[src/rtl/cache_pkg.sv]
// Shared types and geometry for the 4-line direct-mapped cache controller.
package cache_pkg;

  localparam int LINES  = 4;
  localparam int IDX_W  = 2;
  localparam int DATA_W = 8;

  typedef enum logic [2:0] {
    IDLE    = 3'd0,
    LOOKUP  = 3'd1,
    RD_WAIT = 3'd2,
    MEM_RD  = 3'd3,
    MEM_WR  = 3'd4,
    FILL    = 3'd5,
    DONE    = 3'd6
  } state_e;

endpackage

[src/rtl/cache_ctrl_if.sv]
// CPU, main-memory and data-array pins of the cache controller bundled as one bus.
interface cache_ctrl_if #(
  parameter int ADDR_W = 8
);
  import cache_pkg::*;

  logic                 cpu_req;
  logic                 cpu_we;
  logic [ADDR_W-1:0]    cpu_addr;
  logic [DATA_W-1:0]    cpu_wdata;
  logic [DATA_W-1:0]    cpu_rdata;
  logic                 cpu_done;

  logic                 mem_req;
  logic                 mem_we;
  logic [ADDR_W-1:0]    mem_addr;
  logic [DATA_W-1:0]    mem_wdata;
  logic [DATA_W-1:0]    mem_rdata;
  logic                 mem_ack;

  logic                 arr_wr_en;
  logic                 arr_rd_en;
  logic [IDX_W-1:0]     arr_addr;
  logic [DATA_W-1:0]    arr_data;
  logic [DATA_W-1:0]    arr_q;

  // Controller side
  modport slave (
    input  cpu_req, cpu_we, cpu_addr, cpu_wdata, mem_rdata, mem_ack, arr_q,
    output cpu_rdata, cpu_done, mem_req, mem_we, mem_addr, mem_wdata,
    output arr_wr_en, arr_rd_en, arr_addr, arr_data
  );

  // CPU / memory / array side
  modport master (
    output cpu_req, cpu_we, cpu_addr, cpu_wdata, mem_rdata, mem_ack, arr_q,
    input  cpu_rdata, cpu_done, mem_req, mem_we, mem_addr, mem_wdata,
    input  arr_wr_en, arr_rd_en, arr_addr, arr_data
  );

endinterface

[src/rtl/cache_tag_store.sv]
// Tag + valid bits for the four direct-mapped lines: one async read port,
// one write port and a single-cycle clear of every valid bit.
module cache_tag_store
  import cache_pkg::*;
#(
  parameter int TAG_W = 6
) (
  input  logic             clk,
  input  logic             rst_n,
  input  logic             flush,
  input  logic [IDX_W-1:0] rd_idx,
  output logic             rd_valid,
  output logic [TAG_W-1:0] rd_tag,
  input  logic             wr_en,
  input  logic [IDX_W-1:0] wr_idx,
  input  logic [TAG_W-1:0] wr_tag
);

  logic [LINES-1:0] valid_q, valid_d;
  logic [TAG_W-1:0] tag_q [LINES];
  logic [TAG_W-1:0] tag_d [LINES];

  assign rd_valid = valid_q[rd_idx];
  assign rd_tag   = tag_q[rd_idx];

  // Next-state of the tag/valid table; flush and write never coincide.
  always_comb begin
    valid_d = valid_q;
    tag_d   = tag_q;
    if (flush) begin
      valid_d = '0;
    end else if (wr_en) begin
      valid_d[wr_idx] = 1'b1;
      tag_d[wr_idx]   = wr_tag;
    end else begin
      valid_d = valid_q;
    end
  end

  // Tag/valid registers.
  always_ff @(posedge clk or negedge rst_n) begin
    if (!rst_n) begin
      valid_q <= '0;
      tag_q   <= '{default: '0};
    end else begin
      valid_q <= valid_d;
      tag_q   <= tag_d;
    end
  end

endmodule

[src/rtl/cache_ctrl.sv]
// Request controller for the 4-entry write-through, write-allocate cache:
// hit/miss decision, memory fetch/write-through handshake and statistics.
module cache_ctrl
  import cache_pkg::*;
#(
  parameter int ADDR_W = 8,
  parameter int CNT_W  = 16
) (
  input  logic             clk,
  input  logic             rst_n,
  input  logic             flush,
  cache_ctrl_if.slave      bus,
  output logic [CNT_W-1:0] hit_cnt,
  output logic [CNT_W-1:0] miss_cnt
);

  localparam int TAG_W = ADDR_W - IDX_W;

  state_e              state_q, state_d;
  logic [ADDR_W-1:0]   addr_q, addr_d;
  logic                we_q, we_d;
  logic [DATA_W-1:0]   wdata_q, wdata_d;
  logic [DATA_W-1:0]   fill_q, fill_d;
  logic [DATA_W-1:0]   rdata_q, rdata_d;
  logic [CNT_W-1:0]    hit_cnt_q, hit_cnt_d;
  logic [CNT_W-1:0]    miss_cnt_q, miss_cnt_d;

  logic [IDX_W-1:0]    idx_s;
  logic [TAG_W-1:0]    tag_s;
  logic                rd_valid_s;
  logic [TAG_W-1:0]    rd_tag_s;
  logic                hit_s;
  logic                flush_s;
  logic                tag_wr_s;

  logic                mem_req_s, mem_we_s, arr_wr_en_s, arr_rd_en_s, cpu_done_s;
  logic [ADDR_W-1:0]   mem_addr_s;
  logic [DATA_W-1:0]   mem_wdata_s, arr_data_s;
  logic [IDX_W-1:0]    arr_addr_s;

  assign idx_s    = addr_q[IDX_W-1:0];
  assign tag_s    = addr_q[ADDR_W-1:IDX_W];
  assign hit_s    = rd_valid_s && (rd_tag_s == tag_s);
  assign flush_s  = (state_q == IDLE) && flush;
  assign tag_wr_s = (state_q == FILL);

  cache_tag_store #(.TAG_W(TAG_W)) u_tags (
    .clk      (clk),
    .rst_n    (rst_n),
    .flush    (flush_s),
    .rd_idx   (idx_s),
    .rd_valid (rd_valid_s),
    .rd_tag   (rd_tag_s),
    .wr_en    (tag_wr_s),
    .wr_idx   (idx_s),
    .wr_tag   (tag_s)
  );

  // Next-state, request latches, read-data and statistics update.
  always_comb begin
    state_d    = state_q;
    addr_d     = addr_q;
    we_d       = we_q;
    wdata_d    = wdata_q;
    fill_d     = fill_q;
    rdata_d    = rdata_q;
    hit_cnt_d  = hit_cnt_q;
    miss_cnt_d = miss_cnt_q;
    case (state_q)
      IDLE: begin
        // flush wins; a same-cycle request stays pending for the next cycle
        if (flush) begin
          state_d = IDLE;
        end else if (bus.cpu_req) begin
          addr_d  = bus.cpu_addr;
          we_d    = bus.cpu_we;
          wdata_d = bus.cpu_wdata;
          state_d = LOOKUP;
        end else begin
          state_d = IDLE;
        end
      end
      LOOKUP: begin
        if (hit_s) begin
          hit_cnt_d = hit_cnt_q + CNT_W'(1);
        end else begin
          miss_cnt_d = miss_cnt_q + CNT_W'(1);
        end
        if (we_q) begin
          state_d = MEM_WR;
        end else if (hit_s) begin
          state_d = RD_WAIT;
        end else begin
          state_d = MEM_RD;
        end
      end
      RD_WAIT: begin
        rdata_d = bus.arr_q;
        state_d = DONE;
      end
      MEM_RD: begin
        if (bus.mem_ack) begin
          fill_d  = bus.mem_rdata;
          state_d = FILL;
        end else begin
          state_d = MEM_RD;
        end
      end
      MEM_WR: begin
        if (bus.mem_ack) begin
          state_d = FILL;
        end else begin
          state_d = MEM_WR;
        end
      end
      FILL: begin
        if (!we_q) begin
          rdata_d = fill_q;
        end else begin
          rdata_d = rdata_q;
        end
        state_d = DONE;
      end
      DONE:    state_d = IDLE;
      default: state_d = IDLE;
    endcase
  end

  // Output decode from state and registered data only.
  always_comb begin
    mem_req_s   = 1'b0;
    mem_we_s    = 1'b0;
    mem_addr_s  = '0;
    mem_wdata_s = '0;
    arr_wr_en_s = 1'b0;
    arr_rd_en_s = 1'b0;
    arr_addr_s  = '0;
    arr_data_s  = '0;
    cpu_done_s  = 1'b0;
    case (state_q)
      LOOKUP: begin
        if (hit_s && !we_q) begin
          arr_rd_en_s = 1'b1;
          arr_addr_s  = idx_s;
        end else begin
          arr_rd_en_s = 1'b0;
        end
      end
      MEM_RD: begin
        mem_req_s  = 1'b1;
        mem_addr_s = addr_q;
      end
      MEM_WR: begin
        mem_req_s   = 1'b1;
        mem_we_s    = 1'b1;
        mem_addr_s  = addr_q;
        mem_wdata_s = wdata_q;
      end
      FILL: begin
        arr_wr_en_s = 1'b1;
        arr_addr_s  = idx_s;
        arr_data_s  = we_q ? wdata_q : fill_q;
      end
      DONE:    cpu_done_s = 1'b1;
      default: cpu_done_s = 1'b0;
    endcase
  end

  // Controller state, request latches and counters.
  always_ff @(posedge clk or negedge rst_n) begin
    if (!rst_n) begin
      state_q    <= IDLE;
      addr_q     <= '0;
      we_q       <= 1'b0;
      wdata_q    <= '0;
      fill_q     <= '0;
      rdata_q    <= '0;
      hit_cnt_q  <= '0;
      miss_cnt_q <= '0;
    end else begin
      state_q    <= state_d;
      addr_q     <= addr_d;
      we_q       <= we_d;
      wdata_q    <= wdata_d;
      fill_q     <= fill_d;
      rdata_q    <= rdata_d;
      hit_cnt_q  <= hit_cnt_d;
      miss_cnt_q <= miss_cnt_d;
    end
  end

  assign bus.cpu_rdata = rdata_q;
  assign bus.cpu_done  = cpu_done_s;
  assign bus.mem_req   = mem_req_s;
  assign bus.mem_we    = mem_we_s;
  assign bus.mem_addr  = mem_addr_s;
  assign bus.mem_wdata = mem_wdata_s;
  assign bus.arr_wr_en = arr_wr_en_s;
  assign bus.arr_rd_en = arr_rd_en_s;
  assign bus.arr_addr  = arr_addr_s;
  assign bus.arr_data  = arr_data_s;
  assign hit_cnt       = hit_cnt_q;
  assign miss_cnt      = miss_cnt_q;

endmodule

[src/flat_wrapper.sv]
// flat-port wrapper written by rule: the top's interface ports become plain ports
module cache_ctrl_flat import cache_pkg::*;
#(
  parameter int ADDR_W = 8,
  parameter int CNT_W  = 16
)
  (clk, rst_n, flush, hit_cnt, miss_cnt, bus_cpu_req, bus_cpu_we, bus_cpu_addr, bus_cpu_wdata, bus_mem_rdata, bus_mem_ack, bus_arr_q, bus_cpu_rdata, bus_cpu_done, bus_mem_req, bus_mem_we, bus_mem_addr, bus_mem_wdata, bus_arr_wr_en, bus_arr_rd_en, bus_arr_addr, bus_arr_data);
  cache_ctrl_if #(.ADDR_W(ADDR_W)) bus_i ();
  input  logic clk;
  input  logic rst_n;
  input  logic flush;
  output logic [CNT_W-1:0] hit_cnt;
  output logic [CNT_W-1:0] miss_cnt;
  input wire logic [$bits(bus_i.cpu_req)-1:0] bus_cpu_req;
  input wire logic [$bits(bus_i.cpu_we)-1:0] bus_cpu_we;
  input wire logic [$bits(bus_i.cpu_addr)-1:0] bus_cpu_addr;
  input wire logic [$bits(bus_i.cpu_wdata)-1:0] bus_cpu_wdata;
  input wire logic [$bits(bus_i.mem_rdata)-1:0] bus_mem_rdata;
  input wire logic [$bits(bus_i.mem_ack)-1:0] bus_mem_ack;
  input wire logic [$bits(bus_i.arr_q)-1:0] bus_arr_q;
  output wire logic [$bits(bus_i.cpu_rdata)-1:0] bus_cpu_rdata;
  output wire logic [$bits(bus_i.cpu_done)-1:0] bus_cpu_done;
  output wire logic [$bits(bus_i.mem_req)-1:0] bus_mem_req;
  output wire logic [$bits(bus_i.mem_we)-1:0] bus_mem_we;
  output wire logic [$bits(bus_i.mem_addr)-1:0] bus_mem_addr;
  output wire logic [$bits(bus_i.mem_wdata)-1:0] bus_mem_wdata;
  output wire logic [$bits(bus_i.arr_wr_en)-1:0] bus_arr_wr_en;
  output wire logic [$bits(bus_i.arr_rd_en)-1:0] bus_arr_rd_en;
  output wire logic [$bits(bus_i.arr_addr)-1:0] bus_arr_addr;
  output wire logic [$bits(bus_i.arr_data)-1:0] bus_arr_data;
  assign bus_i.cpu_req = bus_cpu_req;
  assign bus_i.cpu_we = bus_cpu_we;
  assign bus_i.cpu_addr = bus_cpu_addr;
  assign bus_i.cpu_wdata = bus_cpu_wdata;
  assign bus_i.mem_rdata = bus_mem_rdata;
  assign bus_i.mem_ack = bus_mem_ack;
  assign bus_i.arr_q = bus_arr_q;
  assign bus_cpu_rdata = bus_i.cpu_rdata;
  assign bus_cpu_done = bus_i.cpu_done;
  assign bus_mem_req = bus_i.mem_req;
  assign bus_mem_we = bus_i.mem_we;
  assign bus_mem_addr = bus_i.mem_addr;
  assign bus_mem_wdata = bus_i.mem_wdata;
  assign bus_arr_wr_en = bus_i.arr_wr_en;
  assign bus_arr_rd_en = bus_i.arr_rd_en;
  assign bus_arr_addr = bus_i.arr_addr;
  assign bus_arr_data = bus_i.arr_data;
  cache_ctrl #(.ADDR_W(ADDR_W), .CNT_W(CNT_W)) u_core (.clk(clk), .rst_n(rst_n), .flush(flush), .bus(bus_i), .hit_cnt(hit_cnt), .miss_cnt(miss_cnt));
endmodule
[config.mk]
export PLATFORM = sky130hd
export DESIGN_NAME = cache_ctrl_flat
export DESIGN_NICKNAME = d
export VERILOG_FILES = /design/src/rtl/cache_pkg.sv /design/src/rtl/cache_ctrl_if.sv /design/src/rtl/cache_tag_store.sv /design/src/rtl/cache_ctrl.sv /design/src/flat_wrapper.sv
export SDC_FILE = /design/constraint.sdc
export NUM_CORES = 1
export LEC_CHECK = 0
export BUFFER_PORTS_ARGS = -buffer_cell sky130_fd_sc_hd__buf_2
export CAP_MARGIN = 20
export CORE_ASPECT_RATIO = 0.6
export CORE_UTILIZATION = 55
export DETAILED_ROUTE_END_ITERATION = 10
export GPL_ROUTABILITY_DRIVEN = 0
export PLACE_DENSITY_LB_ADDON = 0.15
export RECOVER_POWER = 25
export SETUP_SLACK_MARGIN = 0.15
export SLEW_MARGIN = 20
export SYNTH_ARGS = -nofsm -noshare
export SYNTH_HDL_FRONTEND = slang
export SYNTH_HIERARCHICAL = 1
export SYNTH_SLANG_ARGS = --single-unit
[constraint.sdc]
create_clock -name clk -period 4.8 [get_ports clk]
set_input_delay 0.48 -clock clk [delete_from_list [all_inputs] [get_ports clk]]
set_output_delay 0.48 -clock clk [all_outputs]
set_load 0.005 [all_outputs]
After elaboration in Yosys (flattened, before gate mapping)
Cells that the tools add are included.
{"block": "totals", "elab_cells": 82, "in_bits": 38, "register_bits": 96, "output_inout_bits": 71}
{"block": "op_classes", "n_eq_ne": 8, "addsub": 2, "bitwise_logic": 5, "mux": 33, "n_lt_le_gt_ge": 4, "n_reduce_logical": 17}
{"op": "$mux W8", "count": 5}
{"op": "$add A16 B1 Y16 const B", "count": 2}
{"op": "$bwmux W24", "count": 1}
{"op": "$mux W6", "count": 3}
{"op": "$pmux W8 S2", "count": 1}
{"op": "$pmux W3 S5", "count": 1}
{"op": "$bmux W6 S2", "count": 1}
{"op": "$demux W6 S2", "count": 1}
{"op": "$mux W1", "count": 11}
{"op": "$reduce_and A2 Y1", "count": 5}
{"op": "$eq A3 B3 Y1 const B", "count": 3}
{"op": "$mux W3", "count": 3}
{"op": "$mux W4", "count": 2}
{"op": "$eq A3 B2 Y1 const B", "count": 2}
{"op": "$eq A6 B6 Y1", "count": 1}
{"op": "$logic_and A1 B1 Y1", "count": 5}
{"op": "$or A4 B4 Y4", "count": 1}
{"op": "$pmux W2 S2", "count": 1}
{"op": "$reduce_bool A2 Y1", "count": 2}
{"op": "$reduce_or A2 Y1", "count": 2}
{"op": "$eq A3 B1 Y1 const B", "count": 1}
{"op": "$ge A3 B3 Y1 const B", "count": 1}
{"op": "$logic_not A3 Y1", "count": 1}
{"op": "$lt A2 B3 Y1 const B", "count": 1}
{"op": "other kinds (10)", "count": 12}

Depth between registers and ports, before layout
Gate-level depths: netlist of run 1.
{"block": "depth", "word_depth": 9, "depth_mapped": 8, "ltp_nobuf": 5}

By module
The synthesis of run 1 kept the hierarchy.
{"module": "cache_ctrl", "n_inst": 1, "area_each_um2": 3460.8, "seq_area_each_um2": 1701.6, "cells_each": 305}
{"module": "cache_tag_store", "n_inst": 1, "area_each_um2": 1295.0, "seq_area_each_um2": 700.7, "cells_each": 81}

Worst setup path before layout of run 1
OpenSTA, ideal clock, no wires.
{"block": "synth_path", "path_kind": "reg2out", "start": "reg u_core.addr_q[0]", "end": "out bus_arr_addr[0]", "n_path_buf": 1, "arrival_time_ns": 2.133, "t_required_ns": 4.320, "path_slack_ns": 2.187, "stages_incl_launch_ff": 7, "cell_sequence": "dfrtp_1 -> buf_2 -> mux4_2 -> xnor2_1 -> nand3_1 -> nor4_2 -> o21a_1"}
{"block": "synth_via", "elab_chain_len": 9, "elab_cells_between_ends": 11, "cone_classes": "eq/ne (1); mux (7); bitwise (1); reduce/logical (2)"}
{"element": "from (decl)", "line_no": "cache_ctrl.sv:20", "source": "logic [ADDR_W-1:0] addr_q, addr_d;"}
{"element": "from (signal assigned)", "line_no": "cache_ctrl.sv:182", "source": "addr_q <= addr_d;"}
{"element": "$not A2 Y3 (not written as such)", "line_no": "cache_tag_store.sv:24", "source": "assign rd_tag = tag_q[rd_idx];"}
{"element": "$bmux W6 S2", "line_no": "cache_tag_store.sv:24"}
{"element": "$mux W6 (not written as such) (2 in series)", "line_no": "cache_tag_store.sv:24"}
{"element": "via u_core.rd_tag_s[2]", "line_no": "cache_ctrl.sv:31", "source": "logic [TAG_W-1:0] rd_tag_s;"}
{"element": "$eq A6 B6 Y1", "line_no": "cache_ctrl.sv:43", "source": "assign hit_s = rd_valid_s && (rd_tag_s == tag_s);"}
{"element": "$logic_and A1 B1 Y1", "line_no": "cache_ctrl.sv:43"}
{"element": "$logic_and A1 B1 Y1", "line_no": "cache_ctrl.sv:142", "source": "if (hit_s && !we_q) begin"}
{"element": "$mux W2", "line_no": "cache_ctrl.sv:142"}
{"element": "$pmux W2 S2", "line_no": "cache_ctrl.sv:140", "source": "case (state_q)"}
{"element": "to (decl)", "line_no": "flat_wrapper.sv:29", "source": "output wire logic [$bits(bus_i.arr_addr)-1:0] bus_arr_addr;"}
The timed path passes the listed nets, and every way through them passes these cells. The select of a mux whose other input is x is not followed.

Worst setup path after layout of run 1
Ends and elaborated chain as after synthesis.

==> reports/metrics.yaml, run 1 <==
ctsHoldBuffers: 0
vias: 3445
hold_path.class: "in -> reg"
syn_inst: 386
htree_levels: 3
antenna_found_initial: 0
fmax_mhz: 274.4
hpwl_mm: 7.801
syn_nets: 426
cts_root_buf: "clkbuf_16"
hold_path_depth: 2
fin_skew_ns: 0.004549
power_density_nw_per_um2: 573.0
cts_tree: "yes"
fin_area_sq_um: 5578
postCtsSetupRepairBufs: 0
crit_path_end_kind: "output port"
fin_ws_ns: 1.156
r2r-start: "u_core/addr_q[0]"
required_ns: 4.32
slew_headroom_pct: -100.5
fp.coreArea_sq_um: 8133
ioPinCount: 109
wire_per_inst_um: 17.91
drc_errors: 0
outcome: "finished, violations left"
violations: "capacitance limit, slew limit"
insertion_delay_ns: 0.34
setup_viol: 0
antenna_left: 0
area_delta_synth_final_pct: 17.28
std_cell_rows: 25
final.period_utilization_pct: 75.91
cp-start-kind: "register"
die_y_um: 74.03
clock_sinks: 96
drive_above_1_share_pct: 38.57
overflow: 0
period_needed_ns: 3.644
dp_slack_ns: 1.559
grt_pass1_wl_mm: 17.28
drtIter0Drc: 335
clkTransAtPathRegs_ns: 0.06
ys_ff_latch: 96
hold_violations: 0
synth_area_per_cell_sq_um: 12.32
maxCapViolations: 1
grt_pass1_vias: 3351
worstRegToRegCells: 5
hp-start: "bus_cpu_addr[6]"
critPathKind: "reg -> out"
grt_setup_unrepaired: "false"
synth_area_sq_um: 4756
irDropWorstVdd_mv: 0.3390
cts_buffers: 9
synth.distinct_cells: 49
first_pass_iters: 4
p_leak_uw: 0.002772
post_cts_resized: 0
final_cell_mix: "buf_2, dfrtp_1, mux2_2"
start_util_pct: 58.48
finalNetCount: 525
portBuffers: 108
viasPerCell: 5.761
yosys_warnings: 6
chipWidth_um: 122.1
final_common_cell: "buf_2"
crit_arrival_ns: 3.16
diodes: 0
grt_max_degree: 56
worst_r2r_endpoint: "u_core/hit_cnt[9]"
holdPathEnd: "u_core/addr_q[6]"
slew_violations: 56
crit_path_max_fanout: 18
worst_slew_pin_slew_ns: 3.007
worst-r2r-setup-slack_ns: 1.57
placed_area_sq_um: 5321
grtUsageTotal_pct: 25.84
wl_mm: 10.71
yosysSeqAreaShare_pct: 50.51
clk_path_buf_depth: 2
final.setup.tns_ns: 0
die_area_sq_um: 9035
==> registers in the layout, summed over array words and instances, names as in the netlist <==
register               cells
u_core/u_tags/valid_q      4
u_core/we_q                1
u_core/state_q             3
u_core/miss_cnt           16
u_core/hit_cnt            16
u_core/u_tags/tag_q       24
u_core/addr_q              8
u_core/bus.cpu_rdata       8
u_core/fill_q              8
u_core/wdata_q             8
==> worst max-delay path: stages, from the launching register on <==
cell     delay (ns)
dfrtp_1        0.82
mux4_2         0.60
xnor2_1        0.33
nand4_1        0.29
nor4_2         0.49
o21a_1         0.17
buf_2          0.11
==> logic make-up (layout without fill, tap and decap cells) <==
family / count (synthesis) / count (layout) / synth area share [%]
AOI/OAI and AO/OA: 37 / 37 / 5.051
xor gates and xnor gates: 36 / 36 / 6.630
adders and majority gates: 2 / 2 / 0.5261
buffers and inverters: 31 / 135 / 3.473
DFF: 96 / 96 / 50.51
muxes: 74 / 74 / 18.76
and+or+nand+nor: 110 / 110 / 15.05
==> layout make-up <==
class | instances | area [sq um]
fill | 636 | 2555
sequential | 96 | 2402
clock buffer | 12 | 246.5
inverter | 8 | 30.03
timing repair buffer | 111 | 555.5
tap | 108 | 135.1
multi-input combinational | 259 | 2188
clock inverter | 4 | 20.02
==> per-stage QoR <==
stage | util, % | std cells | power, uW | hold WS [ns]
floorplan | - | 386 | 2173 | 0.1844
global placement | 65.43 | 582 | 2498 | 0.4521
detailed placement | 65.43 | 582 | 2559 | 0.4623
CTS | 68.71 | 598 | 3221 | 0.2015
global route | 68.58 | 598 | 3402 | 0.3535
finish | 68.58 | 598 | 3196 | 0.3646
==> worst max path at each step <==
stage / start / end / slack, ns / depth (start not counted)
global route: u_core/addr_q[0] / bus_arr_addr[0] / 0.95 / 6
global placement: u_core/addr_q[0] / bus_arr_addr[0] / 1.68 / 6
finish: u_core/addr_q[0] / bus_arr_addr[0] / 1.16 / 6
floorplan: u_core/addr_q[0] / bus_arr_addr[0] / 2.19 / 6
CTS: u_core/addr_q[0] / bus_arr_addr[0] / 1.17 / 6
detailed placement: u_core/addr_q[0] / bus_arr_addr[0] / 1.56 / 6
==> synth_stat cells, drive strengths merged <==
library cell | instances | area [sq um]
o21ai | 13 | 65.06
nor3 | 10 | 55.05
mux4 | 7 | 157.7
buf | 17 | 111.4
mux2i | 16 | 160.2
or3b | 2 | 17.52
a31oi | 1 | 6.260
nand2b | 2 | 12.51
o211ai | 7 | 52.55
nand3b | 5 | 41.29
nor4b | 3 | 41.29
o21a | 2 | 15.01
a21o | 1 | 7.510
or2 | 1 | 6.260
and3 | 2 | 12.51
nor3b | 2 | 26.28
o22a | 1 | 8.760
a211oi | 1 | 7.510
xor2 | 15 | 131.4
nand2 | 16 | 60.06
ha | 2 | 25.02
nor2 | 12 | 45.04
and4bb | 2 | 25.02
inv | 8 | 30.03
and4 | 4 | 35.03
dfrtp | 96 | 2402
nand3 | 6 | 30.03
mux2 | 51 | 574.3
nor4 | 6 | 65.06
and3b | 1 | 8.760
xnor2 | 21 | 183.9
o2111ai | 6 | 52.55
and2 | 25 | 156.4
a21oi | 5 | 25.02
clkbuf | 6 | 23.77
nand4 | 10 | 68.81
nand4b | 1 | 8.760
==> power breakdown <==
| part | total (uW) | leakage, uW | switching (uW) | internal [uW] |
|---|---|---|---|---|
| clock | 649 | 0.000136 | 287 | 362 |
| sequential | 1420 | 0.00124 | 334 | 1090 |
| combinational | 1130 | 0.00140 | 532 | 596 |
==> routing by layer <==
layer | part of all wire, % | track usage [%]
met1 | 49 | 38.72
met2 | 43 | 35.84
met4 | 1.6 | 10.70
met3 | 6.5 | 6.365
met5 | 0 | 0
(Power assumes the default switching activity.)
==> run 2: changes to the inputs <==
--- a/config.mk
+++ b/config.mk
@@ -5,10 +5,11 @@
 export SDC_FILE = /design/constraint.sdc
 export NUM_CORES = 1
 export LEC_CHECK = 0
+export ABC_AREA = 1
 export BUFFER_PORTS_ARGS = -buffer_cell sky130_fd_sc_hd__buf_2
 export CAP_MARGIN = 20
 export CORE_ASPECT_RATIO = 0.6
-export CORE_UTILIZATION = 55
+export CORE_UTILIZATION = 50
 export DETAILED_ROUTE_END_ITERATION = 10
 export GPL_ROUTABILITY_DRIVEN = 0
 export PLACE_DENSITY_LB_ADDON = 0.15
==> constraint.sdc (replaced) <==
create_clock -name clk -period 3.13 [get_ports clk]
set_input_delay 0.313 -clock clk [delete_from_list [all_inputs] [get_ports clk]]
set_output_delay 0.313 -clock clk [all_outputs]
set_load 0.005 [all_outputs]
==> reports/metrics.yaml, run 2 <==
std_cell_rows: 28  # was 25
hpwl_mm: 10.58  # was 7.801 mm
grt_pass1_vias: 4583  # was 3,351
irDropWorstVdd_mv: 0.4600  # was 0.3390 mV
maxCapViolations: 1  # unchanged
yosysTopAreaCellShare_pct: 45.53  # was 50.51%
antenna_found_initial: 0  # unchanged
synthSimpleGateAreaFrac_pct: 34.76  # was 15.05%
synth_top_cell_by_area: "dfrtp_1"  # unchanged
worstRegToRegCells: 13  # was 5
clk_path_buf_depth: 2  # unchanged
viasPerCell: 5.257  # was 5.761
violations: "capacitance limit, slew limit"  # unchanged
synth.most_common_cell: "nand2_1"  # was dfrtp_1
power.switching_uw: 2208  # was 1152 uW
synth_xor_area_share_pct: 2.988  # was 6.630%
htree_levels: 3  # unchanged
crit_arrival_ns: 2.38  # was 3.16 ns
yosysSeqAreaShare_pct: 45.53  # was 50.51%
hold_path.class: "in -> reg"  # unchanged
synth_area_sq_um: 5276  # was 4756 sq um
drive_above_1_share_pct: 19.93  # was 38.57%
area_delta_synth_final_pct: 18.69  # was 17.28%
whs_ns: 0.1839  # was 0.3646 ns
antenna_left: 0  # unchanged
final_cell_mix: "nand2_1, buf_2, dfrtp_1"  # was buf_2, dfrtp_1, mux2_2
post_cts_resized: 0  # unchanged
synth.distinct_cells: 36  # was 49
clkTransAtPathRegs_ns: 0.06  # about the same
fp.coreArea_sq_um: 10050  # was 8133 sq um
final_common_cell: "nand2_1"  # was buf_2
p_leak_uw: 0.003462  # was 0.002772 uW
placed_area_sq_um: 5973  # was 5321 sq um
synth_area_leaders: "dfrtp_1, nand2_1, nand3_1"  # was dfrtp_1, mux2_2, xnor2_1
swShare_pct: 41.81  # was 36.05%
outcome: "finished, violations left"  # unchanged
ys_ff_latch: 96  # unchanged
fin_ws_ns: 0.4385  # was 1.156 ns
ioPinCount: 109  # unchanged
power_density_nw_per_um2: 843.4  # was 573.0 nW/um^2
synth_common_cells: "nand2_1, dfrtp_1, inv_1"  # was dfrtp_1, mux2_2, and2_1
first_pass_iters: 5  # was 4
finalNetCount: 868  # was 525
worst_r2r_endpoint: "u_core/hit_cnt[13]"  # was u_core/hit_cnt[9]
power_frac_comb_pct: 39.3  # was 35.3%
p_seq_share_pct: 39.3  # was 44.4%
holdPathEnd: "u_core/fill_q[3]"  # was u_core/addr_q[6]
cp-start-kind: "register"  # unchanged
chipWidth_um: 134.6  # was 122.1 um
final.period_utilization_pct: 85.99
insertion_delay_ns: 0.34  # about the same
start_util_pct: 52.48  # was 58.48%
r2r-start: "u_core/addr_q[0]"  # unchanged
syn_nets: 758  # was 426
period_needed_ns: 2.691
crit_path_end_kind: "output port"  # unchanged
vias: 5089  # was 3,445
ctsHoldBuffers: 0  # unchanged
slew_headroom_pct: -60.07  # was -100.5%
cts_tree: "yes"  # unchanged
grt_max_degree: 97  # was 56
synthMuxAreaShare_pct: 1.707  # was 18.76%
hp-start: "bus_mem_rdata[3]"  # was bus_cpu_addr[6]
hold_violations: 0  # unchanged
yosys_warnings: 6  # unchanged
synth_area_per_cell_sq_um: 7.349  # was 12.32 sq um
hold_path_depth: 2  # unchanged
regMostFlops: "u_core/u_tags/tag_q"  # unchanged
postCtsSetupRepairBufs: 0  # unchanged
synth_fa_ha_area_share_pct: 0.4743  # was 0.5262%
largest_reg_flops: 24  # unchanged
synth_top_family_by_area: "simple AND/OR/NAND/NOR gates"  # was multiplexers
worst-r2r-setup-slack_ns: 0.71  # was 1.57 ns
diodes: 0  # unchanged
grt_setup_unrepaired: "false"  # unchanged
async_reset_ff_share_pct: 100.0  # unchanged
die_y_um: 81.57  # was 74.03 um
wl_mm: 14.39  # was 10.71 mm
drtIter0Drc: 346  # was 335
clock_sinks: 96  # unchanged
clock_power_share_pct: 21.4  # was 20.3%
portBuffers: 108  # unchanged
fin_area_sq_um: 6262  # was 5578 sq um
drc_errors: 0  # unchanged
synth_edf_count: 0  # unchanged
synth_compound_area_share_pct: 6.118  # was 5.051%
intPower_uw: 3073  # was 2044 uW
final.setup.tns_ns: 0  # unchanged
die_area_sq_um: 10980  # was 9035 sq um
dp_slack_ns: 0.6106  # was 1.559 ns
overflow: 0  # unchanged
grt_pass1_wl_mm: 23.12  # was 17.28 mm
crit_path_max_fanout: 15  # was 18
critPathKind: "reg -> out"  # unchanged
cts_root_buf: "clkbuf_16"  # unchanged
setup_viol: 0  # unchanged
grtUsageTotal_pct: 27.51  # was 25.84%
required_ns: 2.82  # was 4.32 ns
syn_inst: 718  # was 386
fin_skew_ns: 0.006750  # was 0.004549 ns
worst_slew_pin_slew_ns: 2.401  # was 3.007 ns
wire_per_inst_um: 14.87  # was 17.91 um
ys.flop_type: "dfrtp_1"  # unchanged
cts_buffers: 9  # unchanged
slew_violations: 97  # was 56
fmax_mhz: 371.5
==> run 2: how the worst max path moves through the flow <==
stage	start	end	depth (start not counted)	slack [ns]
6_report	u_core/addr_q[0]	bus_arr_addr[0]	11	0.44
5_1_grt	u_core/addr_q[0]	bus_arr_addr[1]	12	0.20
2_1_floorplan	u_core/addr_q[0]	bus_arr_addr[0]	10	0.90
3_5_place_dp	u_core/addr_q[1]	u_core/hit_cnt[11]	12	0.61
4_1_cts	u_core/addr_q[1]	bus_arr_addr[0]	11	0.24
3_3_place_gp	u_core/addr_q[1]	u_core/hit_cnt[13]	12	0.68
==> run 2: critical path: stages, from the launching register on <==
cell	delay [ns]
dfrtp_2	0.51
or2_2	0.34
nand3_1	0.12
nand2_1	0.10
inv_1	0.08
nand2_1	0.06
nand2_1	0.07
nand3_1	0.12
nor2_1	0.18
nand3_1	0.16
a21oi_1	0.17
buf_2	0.13
==> run 2: final cells by class <==
cell class                 count  area [sq um]
timing repair buffer         120         630.6
inverter                      87         326.6
clock inverter                 2         37.54
clock buffer                  14         264.0
tap                          135         168.9
multi-input combinational    514          2430
sequential                    96          2405
fill                         901          3792
==> run 2: power groups by stage <==
stage / Clock (uW) / Combinational (uW) / Sequential (uW)
6_report: 1130 / 2080 / 2080
5_1_grt: 1190 / 2330 / 2130
4_1_cts: 1150 / 2060 / 2060
3_5_place_dp: 0 / 2050 / 2080
3_3_place_gp: 0 / 1990 / 2060
2_1_floorplan: 0 / 1440 / 1930
==> run 2: cell families after synthesis <==
group,count (synthesis)
AO/OA/AOI/OAI,59
XOR/XNOR,18
adder cells (fa/ha/maj),2
buffers and inverters,108
flip-flops,96
multiplexers,8
AND/OR/NAND/NOR,427
==> run 2: routing by layer <==
metal  vias to the layer above  routed length [um]  GRT usage, %
met5                         -                   0             0
met3                        14                1136         5.370
met4                         0                 171         7.528
met2                       221                6000         40.88
li1                       2470                   -             -
met1                      2384                7083         40.81
==> run 2: per-stage QoR <==
step                total power, uW  instances  util [%]
finish                         5281        968     62.28
CTS                            5269        968     62.41
global placement               4049        952     59.41
floorplan                      3372        718         -
detailed placement             4128        952     59.41
global route                   5641        968     62.28
==> run 3: changes to the inputs <==
--- a/config.mk
+++ b/config.mk
@@ -10,6 +10,7 @@
 export CAP_MARGIN = 20
 export CORE_ASPECT_RATIO = 0.6
 export CORE_UTILIZATION = 50
+export CTS_BUF_LIST = sky130_fd_sc_hd__clkbuf_16
 export DETAILED_ROUTE_END_ITERATION = 10
 export GPL_ROUTABILITY_DRIVEN = 0
 export PLACE_DENSITY_LB_ADDON = 0.15
==> reports/metrics.yaml, run 3 (synthesis results as in run 2) <==
post_cts_resized: 0  # unchanged
die_y_um: 81.57  # unchanged
hold_violations: 0  # unchanged
final_common_cell: "nand2_1"  # unchanged
crit_arrival_ns: 2.38  # about the same
path_cells: "or2_2 > nand3_1 > nand2_1 > inv_1 > nand2_1 > nand2_1 > nand3_1 > nor2_1 > nand3_1 > a21oi_1 > buf_2"  # unchanged
worst_r2r_endpoint: "u_core/hit_cnt[13]"  # unchanged
start_util_pct: 52.48  # unchanged
power_density_nw_per_um2: 835.8  # was 843.4 nW/um^2
wl_mm: 14.30  # was 14.39 mm
htree_levels: 3  # unchanged
viasPerCell: 5.296  # was 5.257
dp_slack_ns: 0.6106  # unchanged
p_leak_uw: 0.003463  # was 0.003462 uW
die_area_sq_um: 10980  # unchanged
grt_pass1_vias: 4577  # was 4,583
insertion_delay_ns: 0.34  # about the same
finalNetCount: 868  # unchanged
dpl.cell_count: 952  # unchanged
setup.worst_path.start: "u_core/addr_q[0]"  # unchanged
r2r-start: "u_core/addr_q[0]"  # unchanged
ctsHoldBuffers: 0  # unchanged
grt_setup_unrepaired: "false"  # unchanged
diodes: 0  # unchanged
grtUsageTotal_pct: 27.44  # was 27.51%
final_util_pct: 62.08  # was 62.28%
worst-r2r-setup-slack_ns: 0.73  # was 0.71 ns
crit_family: "simple AND/OR/NAND/NOR gates"  # unchanged
std_cell_rows: 28  # unchanged
violations: "capacitance limit, slew limit"  # unchanged
path_buf_inv: 2  # unchanged
wl_met3_mm: 1.229  # was 1.136 mm
final.period_utilization_pct: 85.90  # was 85.99%
ioPinCount: 109  # unchanged
fmax_mhz: 371.9  # was 371.5 MHz
top_layer: "met4"  # unchanged
crit_path_end_kind: "output port"  # unchanged
final.setup.tns_ns: 0  # unchanged
slew_headroom_pct: -58.93  # was -60.07%
fin_ws_ns: 0.4414  # was 0.4385 ns
portBuffers: 108  # unchanged
chipWidth_um: 134.6  # unchanged
hpwl_mm: 10.58  # unchanged
period_needed_ns: 2.689  # was 2.691 ns
drtIter0Drc: 428  # was 346
final_cell_mix: "nand2_1, buf_2, dfrtp_1"  # unchanged
slowest_stage: "dfrtp_2"  # unchanged
overflow: 0  # unchanged
multi_input_area_sq_um: 2430  # unchanged
grt_pass1_wl_mm: 23.07  # was 23.12 mm
max_stage_delay_ns: 0.51  # about the same
route.met2.wl_mm: 5.917  # was 6.000 mm
cts_buffers: 9  # unchanged
crit_end: "bus_arr_addr[0]"  # unchanged
fp.coreArea_sq_um: 10050  # unchanged
antenna_found_initial: 0  # unchanged
clock_sinks: 96  # unchanged
regMostFlops: "u_core/u_tags/tag_q"  # unchanged
wire_per_inst_um: 14.77  # was 14.87 um
critPathKind: "reg -> out"  # unchanged
outcome: "finished, violations left"  # unchanged
hold_path.class: "in -> reg"  # unchanged
cp.depth: 11  # unchanged
area_delta_synth_final_pct: 18.31  # was 18.69%
layoutNonFillerInstCount: 968  # unchanged
fill_cells: 912  # was 901
drc_errors: 0  # unchanged
drive_above_1_share_pct: 19.69  # was 19.93%
largest_reg_flops: 24  # unchanged
setup_viol: 0  # unchanged
worst_slew_pin_slew_ns: 2.384  # was 2.401 ns
cp-start-kind: "register"  # unchanged
first_pass_iters: 6  # was 5
irDropWorstVdd_mv: 0.4596  # was 0.4600 mV
vias: 5127  # was 5,089
postCtsSetupRepairBufs: 0  # unchanged
clk_path_buf_depth: 2  # unchanged
cts_tree: "yes"  # unchanged
wl_met1_mm: 6.983  # was 7.083 mm
fin_skew_ns: 0.003348  # was 0.006750 ns
cts_root_buf: "clkbuf_16"  # unchanged
worstRegToRegCells: 14  # was 13
clkTransAtPathRegs_ns: 0.06  # about the same
crit_path_max_fanout: 15  # unchanged
maxCapViolations: 1  # unchanged
required_ns: 2.82  # about the same
slew_violations: 97  # unchanged
regArea_sq_um: 2405  # unchanged
antenna_left: 0  # unchanged
power.total_uw: 5217  # was 5281 uW
grt_max_degree: 97  # unchanged
run 3: cell count changes in the layout (fill, tap and decap cells not counted), sizes merged:
cell    previous run  this run
clkbuf            16        11
inv               86        89
clkinv             1         3
run 3: how the worst min path moves through the flow:
| stage | startpoint | to | slack (ns) | cells after the start |
|---|---|---|---|---|
| after floorplan | rst_n | u_core/addr_q[0] | 0.02 | 0 |
| after global placement | rst_n | u_core/u_tags/tag_q[15] | 0.41 | 2 |
| after detailed placement | rst_n | u_core/u_tags/tag_q[17] | 0.41 | 2 |
| after CTS | rst_n | u_core/u_tags/tag_q[17] | 0.05 | 2 |
| after global routing | bus_mem_rdata[5] | u_core/fill_q[5] | 0.18 | 2 |
| final | bus_mem_rdata[3] | u_core/fill_q[3] | 0.18 | 2 |
run 3: layout make-up:
class / count / share of cell area [%]
clock buffers: 9 / 3.608
inverters: 87 / 5.232
multi-input cells: 514 / 38.93
clock inverters: 7 / 0.9020
well taps: 135 / 2.706
repair buffers: 120 / 10.10
flip-flops and latches: 96 / 38.52
run 3: power breakdown:
part	switching [uW]	leakage [uW]	internal [uW]	total [uW]
combinational	1310	0.00211	767	2080
clock	458	0.000144	605	1060
sequential	436	0.00121	1640	2080
run 3: routing by layer:
layer  track usage [%]  vias to the layer above
li1                  -                     2464
met1             40.96                     2385
met2             40.41                      262
met3             5.370                       16
met4             7.528                        0
met5                 0                        -
run 3: metrics by stage:
stage	cell area, sq um	hold slack [ns]
after floorplan	5276	0.01741
after global placement	5973	0.4070
after detailed placement	5973	0.4110
after CTS	6255	0.04779
after global routing	6242	0.1845
final	6242	0.1822
